[src/rtl/render_sched_pkg.sv]
// Shared types for the render frame scheduler: FSM state encoding and counter width.
package render_sched_pkg;

    typedef enum logic [2:0] {
        S_Idle     = 3'd0,
        S_Issue    = 3'd1,
        S_WaitBusy = 3'd2,
        S_Running  = 3'd3,
        S_Cooldown = 3'd4
    } sched_state_t;

    localparam int SAT_COUNT_WIDTH = 16;

endpackage

[src/rtl/render_sched_sat_counter.sv]
// Saturating up-counter with synchronous clear; holds at all-ones once reached.
module render_sched_sat_counter #(
    parameter int WIDTH = 16
) (
    input  logic             clock,
    input  logic             clear,
    input  logic             increment,
    output logic [WIDTH-1:0] count
);

    always_ff @(posedge clock) begin
        if (clear) begin
            count <= '0;
        end else if (increment && (count != {WIDTH{1'b1}})) begin
            count <= count + 1'b1;
        end
    end

endmodule

[src/rtl/render_frame_scheduler.sv]
// Frame start scheduler: merges host/vblank requests into one pending slot, issues start pulses
// with a post-frame gap. Optional watchdog abort is compiled in with RENDER_SCHED_WATCHDOG_EN.
module render_frame_scheduler
    import render_sched_pkg::*;
#(
    parameter int          MIN_GAP_CYCLES  = 16,
    parameter logic [31:0] WATCHDOG_CYCLES = 32'd50_000_000
) (
    input  logic                       clock,
    input  logic                       reset,
    input  logic                       hostStart_tick,
    input  logic                       autoMode,
    input  logic                       vblank_tick,
    input  logic                       flowBusy,
    input  logic                       flowDone_tick,
    output logic                       startRequest_tick,
    output logic                       flowAbort_tick,
    output logic                       pending,
    output logic                       active,
    output logic [31:0]                framesIssued,
    output logic [SAT_COUNT_WIDTH-1:0] framesDropped,
    output logic [SAT_COUNT_WIDTH-1:0] timeoutCount,
    output logic [31:0]                lastLatency,
    output sched_state_t               debugState
);

    localparam logic [31:0]  GAP_LAST   = (MIN_GAP_CYCLES > 0) ? 32'(MIN_GAP_CYCLES - 1) : 32'd0;
    localparam sched_state_t DONE_STATE = (MIN_GAP_CYCLES > 0) ? S_Cooldown : S_Idle;

    sched_state_t state, stateNext;
    logic         requestEvent, consume, dropEvent, inFrame, frameDone, timeout;
    logic [31:0]  latencyCount, gapCount;

    // An event arriving while the slot is being consumed simply re-latches it.
    assign requestEvent = hostStart_tick | (autoMode & vblank_tick);
    assign consume      = (state == S_Idle) && pending;
    assign dropEvent    = requestEvent && pending && !consume;
    assign inFrame      = (state == S_WaitBusy) || (state == S_Running);
    assign frameDone    = inFrame && flowDone_tick;

`ifdef RENDER_SCHED_WATCHDOG_EN
    logic [31:0] watchdogCount;

    // Done in the same cycle as the timeout takes priority.
    assign timeout = inFrame && !flowDone_tick && (watchdogCount == WATCHDOG_CYCLES);

    always_ff @(posedge clock) begin
        if (reset || (state == S_Issue)) begin
            watchdogCount <= '0;
        end else if (inFrame) begin
            watchdogCount <= watchdogCount + 32'd1;
        end
    end

    render_sched_sat_counter #(.WIDTH(SAT_COUNT_WIDTH)) timeoutCounter (
        .clock     (clock),
        .clear     (reset),
        .increment (timeout),
        .count     (timeoutCount)
    );

    assign flowAbort_tick = timeout;
`else
    logic unusedWatchdog;
    assign unusedWatchdog = ^WATCHDOG_CYCLES;
    assign timeout        = 1'b0;
    assign flowAbort_tick = 1'b0;
    assign timeoutCount   = '0;
`endif

    always_comb begin
        stateNext = state;
        case (state)
            S_Idle:     if (pending) stateNext = S_Issue;
            S_Issue:    stateNext = S_WaitBusy;
            S_WaitBusy: begin
                if (flowDone_tick)  stateNext = DONE_STATE;
                else if (timeout)   stateNext = S_Cooldown;
                else if (flowBusy)  stateNext = S_Running;
            end
            S_Running: begin
                if (flowDone_tick)  stateNext = DONE_STATE;
                else if (timeout)   stateNext = S_Cooldown;
            end
            S_Cooldown: if (gapCount == GAP_LAST) stateNext = S_Idle;
            default:    stateNext = S_Idle;
        endcase
    end

    always_ff @(posedge clock) begin
        if (reset) begin
            state        <= S_Idle;
            pending      <= 1'b0;
            framesIssued <= '0;
            latencyCount <= '0;
            gapCount     <= '0;
            lastLatency  <= '0;
        end else begin
            state   <= stateNext;
            pending <= requestEvent | (pending & ~consume);
            if (state == S_Issue) begin
                framesIssued <= framesIssued + 32'd1;
                latencyCount <= '0;
            end else if (inFrame) begin
                latencyCount <= latencyCount + 32'd1;
            end
            if (frameDone) lastLatency <= latencyCount + 32'd1;
            gapCount <= (state == S_Cooldown) ? gapCount + 32'd1 : 32'd0;
        end
    end

    render_sched_sat_counter #(.WIDTH(SAT_COUNT_WIDTH)) dropCounter (
        .clock     (clock),
        .clear     (reset),
        .increment (dropEvent),
        .count     (framesDropped)
    );

    assign startRequest_tick = (state == S_Issue);
    assign active            = (state != S_Idle);
    assign debugState        = state;

endmodule

[config.mk]
export PLATFORM = sky130hd
export DESIGN_NAME = render_frame_scheduler
export DESIGN_NICKNAME = d
export VERILOG_FILES = /design/src/rtl/render_sched_pkg.sv /design/src/rtl/render_sched_sat_counter.sv /design/src/rtl/render_frame_scheduler.sv
export SDC_FILE = /design/constraint.sdc
export NUM_CORES = 1
export LEC_CHECK = 0
export ABC_AREA = 1
export CAP_MARGIN = 30
export CORE_MARGIN = 2
export CORE_UTILIZATION = 56
export CTS_CLUSTER_SIZE = 24
export DETAILED_ROUTE_END_ITERATION = 10
export GPL_TIMING_DRIVEN = 0
export PLACE_DENSITY = 0.78
export SYNTH_ARGS = -nofsm -noshare
export SYNTH_HDL_FRONTEND = slang
export SYNTH_SLANG_ARGS = --single-unit
[constraint.sdc]
create_clock -name clock -period 4 [get_ports clock]
set_clock_uncertainty 0.05 [all_clocks]
set_input_delay 0.8 -clock clock [delete_from_list [all_inputs] [get_ports clock]]
set_output_delay 0.8 -clock clock [all_outputs]
set_load 0.01 [all_outputs]
==> impl_metrics.ini, run 1 <==
[yosys]
synthCells = 1227
synth_edf_count = 0
synth_top_cell_area_share_pct = 36.88
synthArstFlopShare_pct = 0
yosysTopAreaCell = dfxtp_1
yosysSeqAreaShare_pct = 36.88
yosysWarnings = 0
syn_area_per_cell_um2 = 6.547
synth_cell_types = 41
synth-main-ff-cell = dfxtp_1
ys_seq_elements = 148
synthTopCellsByArea = dfxtp_1, nand2_1, nor2_1
netlist_area_um2 = 8033

[timing]
max_freq_mhz = 383.6
setup_viol = 0
timing.setup.tns_ns = 0
period_minus_slack_ns = 2.607
fin_crit_sh_pct = 65.17
finalHoldViolations = 0
rsz0062_at_grt = false
drv_slew = 0
worst_slew_pin_slew_ns = 0.5940
timing.hold.ws_ns = 0.4215
max-slew-margin-rel_pct = 60.40

[floorplan]
num_io_pins = 110
die_area_um2 = 15320
start_util_pct = 57.65
die_width_um = 123.8
fp.dieH_um = 123.8
fp-row-count = 43
core_area_um2 = 13930

[route]
num_vias = 8117
detail_route.vias_per_cell = 5.250
drtIter0Drc = 746
drc = 0
routedWlPerCell_um = 13.48
top_layer = met4
ant_nets = 0
dr_wl_met2_mm = 9.541
dr.pass1.iters = 5
met3_length_mm = 1.469
wl_met1_mm = 9.584
wirelength_mm = 20.85

[worst_setup_path]
crit_path_start_kind = register
critPathRequiredTime_ns = 3.15
worstSetupPathType = register to primary output
crit_fanout = 7
worstPathArrival_ns = 1.76
slowest_delay_ns = 0.54
crit_slowest_cell = clkdlybuf4s50_1
path_cells = nand3_4 > inv_1 > clkdlybuf4s50_1
critPathCaptureType = primary output

[grt]
grt_max_degree = 17
gr-total-overflow = 0
grt_use_total_pct = 28.06
grt_pass1_vias = 7176
antenna_found_initial = 0
grt_pass1_wl_mm = 33.87

[clocking]
cts_hold_buf = 0
cts_tree = done
clockBufferDepth = 2
htreeDepth = 4
numCtsBuffers = 17
root_buffer = clkbuf_16
cts_resized = 0
clk_latency_ns = 0.43
clk_pin_slew_ns = 0.06
cts.sinks = 148
post_cts_buffers = 0

[layout]
num-fill-cells = 1241
layout.nets = 1365
diodes = 0
drive_above_1_share_pct = 7.028
stdcell_count = 1546
area_growth_pct = 22.49

[pwr]
p_per_area_nw_per_um2 = 491.4
power_w = 0.004835
power_leakage_nw = 3.857
vdd_drop_max_mv = 0.3230

[placement]
io_buffers = 92
place.gp.congestion = 0.9368
placed_cells_incl_taps = 1515
hpwl_mm = 15.44

[flow_run]
max_cap_violations = 0

[run_status]
outcome = complete, no violations

[hold_path]
hold_path_class = register to register
[cell families (layout without fill, tap and decap cells)]
family	Yosys count	in the layout	synth area share [%]
buffers and inverters	214	337	11.07
and+or+nand+nor	666	666	36.85
AOI/OAI and AO/OA	164	164	11.25
DFF	148	148	36.88
adders and majority gates	4	4	0.6231
xor gates and xnor gates	30	30	3.271
other	1	17	0.04668
[state kept, by name (all words and copies together) (netlist names)]
signal and cells:
debugState 3, lastLatency 32, gapCount 32, latencyCount 32, framesIssued 32, pending 1, dropCounter.count 16
[power by group]
part           internal, W  switching, W  total, W  leakage (nW)
Sequential         0.00169      0.000198   0.00189          1.20
Combinational     0.000534      0.000778   0.00131          2.36
Clock              0.00102      0.000615   0.00163         0.294
[cell type report]
cell class | instances | area, um^2 | share of cell area, %
clock inverter | 10 | 130.1 | 1.322
timing repair buffer | 92 | 920.9 | 9.359
inverter | 167 | 629.4 | 6.396
tap | 180 | 225.2 | 2.289
multi-input combinational | 881 | 4240 | 43.10
sequential | 148 | 2963 | 30.11
buffer | 47 | 260.3 | 2.645
clock buffer | 21 | 470.5 | 4.781
[per-layer routing]
layer | track usage [%] | vias up
met2 | 46.02 | 285
met5 | 0 | -
met1 | 37.92 | 3680
li1 | - | 4129
met4 | 7.528 | 0
met3 | 5.311 | 23
[Yosys cell counts (3+ instances only)]
| master | instances |
|---|---|
| nand2_2 | 3 |
| nand4_1 | 23 |
| nand3b_1 | 9 |
| nand3_1 | 88 |
| nand3_2 | 5 |
| inv_2 | 4 |
| or2_2 | 3 |
| o21a_1 | 21 |
| xor2_1 | 24 |
| o21bai_1 | 6 |
| ha_1 | 4 |
| nor2_2 | 10 |
| nor2_1 | 171 |
| nor3_2 | 7 |
| nor2_4 | 5 |
| nand2_1 | 306 |
| clkbuf_1 | 17 |
| o211ai_1 | 4 |
| inv_1 | 162 |
| o21ai_0 | 40 |
| a21oi_1 | 85 |
| nor3_1 | 25 |
| xnor2_1 | 6 |
| nor3b_1 | 3 |
| o21ai_1 | 6 |
| buf_2 | 4 |
| buf_4 | 17 |
| buf_1 | 7 |
| dfxtp_1 | 148 |
[cells in the final DEF, fill, tap and decap left out, types with 7 or more instances in the layout]
cell             instances
a21oi_1                 85
buf_1                    7
buf_4                   17
clkbuf_1                18
clkbuf_16               17
clkdlybuf4s50_1         92
conb_1                  17
dfxtp_1                148
inv_1                  162
nand2_1                306
nand3_1                 88
nand3b_1                 9
nand4_1                 23
nor2_1                 171
nor2_2                  10
nor3_1                  25
nor3_2                   7
o21a_1                  21
o21ai_0                 40
xor2_1                  24
[critical path: cells and delay by family (launching register included)]
kind,cells,cell delay [ns]
DFF,1,0.47
buffers and inverters,2,0.68
and+or+nand+nor,1,0.17
[stage by stage]
step	cell area [um^2]	setup WS, ns	util (%)
finish	9839	1.393	70.61
global route	9839	1.324	70.61
CTS	9839	1.393	70.61
detailed placement	9239	1.328	66.30
floorplan	8093	2.273	-
global placement	9239	1.365	66.30
[final timing paths]
| path | startpoint | to | slack (ns) | depth (start not counted) |
|---|---|---|---|---|
| hold / removal | gapCount[0]$_SDFF_PP0_ | gapCount[0]$_SDFF_PP0_ | 0.42 | 1 |
| setup / recovery | debugState[0]$_SDFFE_PP0P_ | startRequest_tick | 1.39 | 3 |
| hold reg to reg | gapCount[0]$_SDFF_PP0_ | gapCount[0]$_SDFF_PP0_ | 0.42 | 1 |
| setup reg to reg | latencyCount[0]$_SDFFE_PP0P_ | lastLatency[30]$_SDFFE_PP0P_ | 2.06 | 10 |
Note: power is estimated with default switching activity, not from simulation.
==> run 2, diff against run 1 <==
--- a/config.mk
+++ b/config.mk
@@ -8,11 +8,11 @@
 export ABC_AREA = 1
 export CAP_MARGIN = 30
 export CORE_MARGIN = 2
-export CORE_UTILIZATION = 56
+export CORE_UTILIZATION = 50
 export CTS_CLUSTER_SIZE = 24
 export DETAILED_ROUTE_END_ITERATION = 10
 export GPL_TIMING_DRIVEN = 0
-export PLACE_DENSITY = 0.78
+export PLACE_DENSITY = 0.74
 export SYNTH_ARGS = -nofsm -noshare
 export SYNTH_HDL_FRONTEND = slang
 export SYNTH_SLANG_ARGS = --single-unit
==> constraint.sdc (replaced) <==
create_clock -name clock -period 2.13 [get_ports clock]
set_clock_uncertainty 0.05 [all_clocks]
set_input_delay 0.426 -clock clock [delete_from_list [all_inputs] [get_ports clock]]
set_output_delay 0.426 -clock clock [all_outputs]
set_load 0.01 [all_outputs]
==> run 2 against run 1 <==
First-iteration DRC count is 3.9% lower. Clock-buffer cell count is 2 lower. Power is 91% higher. Sequential share of layout area is 0.23 points lower. Sequential power is 88% higher. Cell area is 0.81% higher. Die area is 12% higher. Utilization is 7.7 points lower. Critical path type unchanged.
==> impl_metrics.ini, run 2 (same netlist as run 1, synthesis figures left out) <==
[floorplan]
start_util_pct = 50.94
fp-row-count = 46
core_area_um2 = 15770
die_width_um = 130.8
fp.dieH_um = 130.8
die_area_um2 = 17100
num_io_pins = 110

[layout]
utilization_pct = 62.90
stdcell_count = 1583
drive_above_1_share_pct = 7.315
layout_common_cells = nand2_1, nor2_1, inv_1, dfxtp_1, clkdlybuf4s50_1
area_growth_pct = 23.49
num-fill-cells = 1531
final_common_cell = nand2_1
diodes = 0
layout.nets = 1365

[grt]
grt_pass1_vias = 7321
antenna_found_initial = 0
grt_pass1_wl_mm = 34.80
gr-total-overflow = 0
grt_use_total_pct = 25.82
grt_max_degree = 17

[timing]
max-slew-margin-rel_pct = 57.83
setup_viol = 0
period_minus_slack_ns = 2.073
drv_slew = 0
setup_ws_ns = 0.05741
fin_crit_sh_pct = 97.30
worst_slew_pin_slew_ns = 0.6326
timing.hold.ws_ns = 0.4105
rsz0062_at_grt = false
finalHoldViolations = 0
max_freq_mhz = 482.5

[clocking]
root_buffer = clkbuf_16
cts_tree = done
htreeDepth = 4
clockBufferDepth = 2
numCtsBuffers = 17
cts.sinks = 148
clk_latency_ns = 0.42
clk_pin_slew_ns = 0.06

[worst_setup_path]
crit_path_start_kind = register
worstPathArrival_ns = 1.60
critPathCaptureType = primary output
critPathRequiredTime_ns = 1.65
crit_fanout = 4
worstSetupPathType = register to primary output

[route]
ant_nets = 0
drc = 0
dr.pass1.iters = 5
routedWlPerCell_um = 13.39
detail_route.vias_per_cell = 5.095
num_vias = 8065
drtIter0Drc = 717
wirelength_mm = 21.19

[placement]
io_buffers = 92
place.gp.congestion = 0.9477
placed_cells_incl_taps = 1551
dp_worst_setup_slack_ns = -0.1812
hpwl_mm = 15.88

[run_status]
outcome = complete, no violations

[pwr]
power_leakage_nw = 3.883
vdd_drop_max_mv = 0.7149
power_w = 0.009241
p_per_area_nw_per_um2 = 931.6

[flow_run]
max_cap_violations = 0

[hold_path]
hold_path_class = register to register
run 2: critical path: stages (launching register included):
cell,delay (ns)
dfxtp_1,0.42
inv_2,0.10
nand3_2,0.11
clkdlybuf4s50_1,0.55
run 2: worst paths after layout:
check,startpoint,end,slack [ns],cells past startpoint
max,debugState[1]$_SDFFE_PP0P_,active,0.06,3
min reg2reg,lastLatency[1]$_SDFFE_PP0P_,lastLatency[1]$_SDFFE_PP0P_,0.41,2
max reg2reg,latencyCount[0]$_SDFFE_PP0P_,lastLatency[28]$_SDFFE_PP0P_,0.23,10
min,lastLatency[1]$_SDFFE_PP0P_,lastLatency[1]$_SDFFE_PP0P_,0.41,2
run 2: power by group:
part	total [W]	switching [W]	internal [W]
sequential	0.00356	0.000383	0.00317
combinational	0.00246	0.00146	0.000997
clock	0.00322	0.00120	0.00202
run 2: metal layers:
metal / up-vias / share of wire [%] / GRT usage [%]
li1: 4119 / - / -
met1: 3664 / 47 / 35.51
met2: 242 / 45 / 40.87
met3: 40 / 5.6 / 4.601
met4: 0 / 2.2 / 9.324
met5: - / 0 / 0
run 2: layout make-up:
cell class | instances | area [um^2] | area share (%)
Tap cell | 216 | 270.3 | 2.725
Multi-Input combinational cell | 881 | 4243 | 42.77
Sequential cell | 148 | 2964 | 29.88
Clock inverter | 13 | 180.2 | 1.816
Clock buffer | 19 | 452.9 | 4.566
Buffer | 47 | 260.3 | 2.624
Timing Repair Buffer | 92 | 919.6 | 9.271
Inverter | 167 | 629.4 | 6.345
run 2: repair_timing:
| item | 4_1_cts | 5_1_grt |
|---|---|---|
| hold buffers | 0 | 0 |
| setup endpoints to repair | 2 | 1 |
| pin swaps | 0 | 0 |
| buffers inserted | 0 | 0 |
| gates resized for setup | 2 | 1 |
run 2: per-stage QoR:
stage                     TNS [ns]  instance area [um^2]
final                            0                  9920
after global routing             0                  9920
after CTS                        0                  9917
after detailed placement    -5.605                  9284
after global placement      -5.305                  9284
after floorplan                  0                  8093
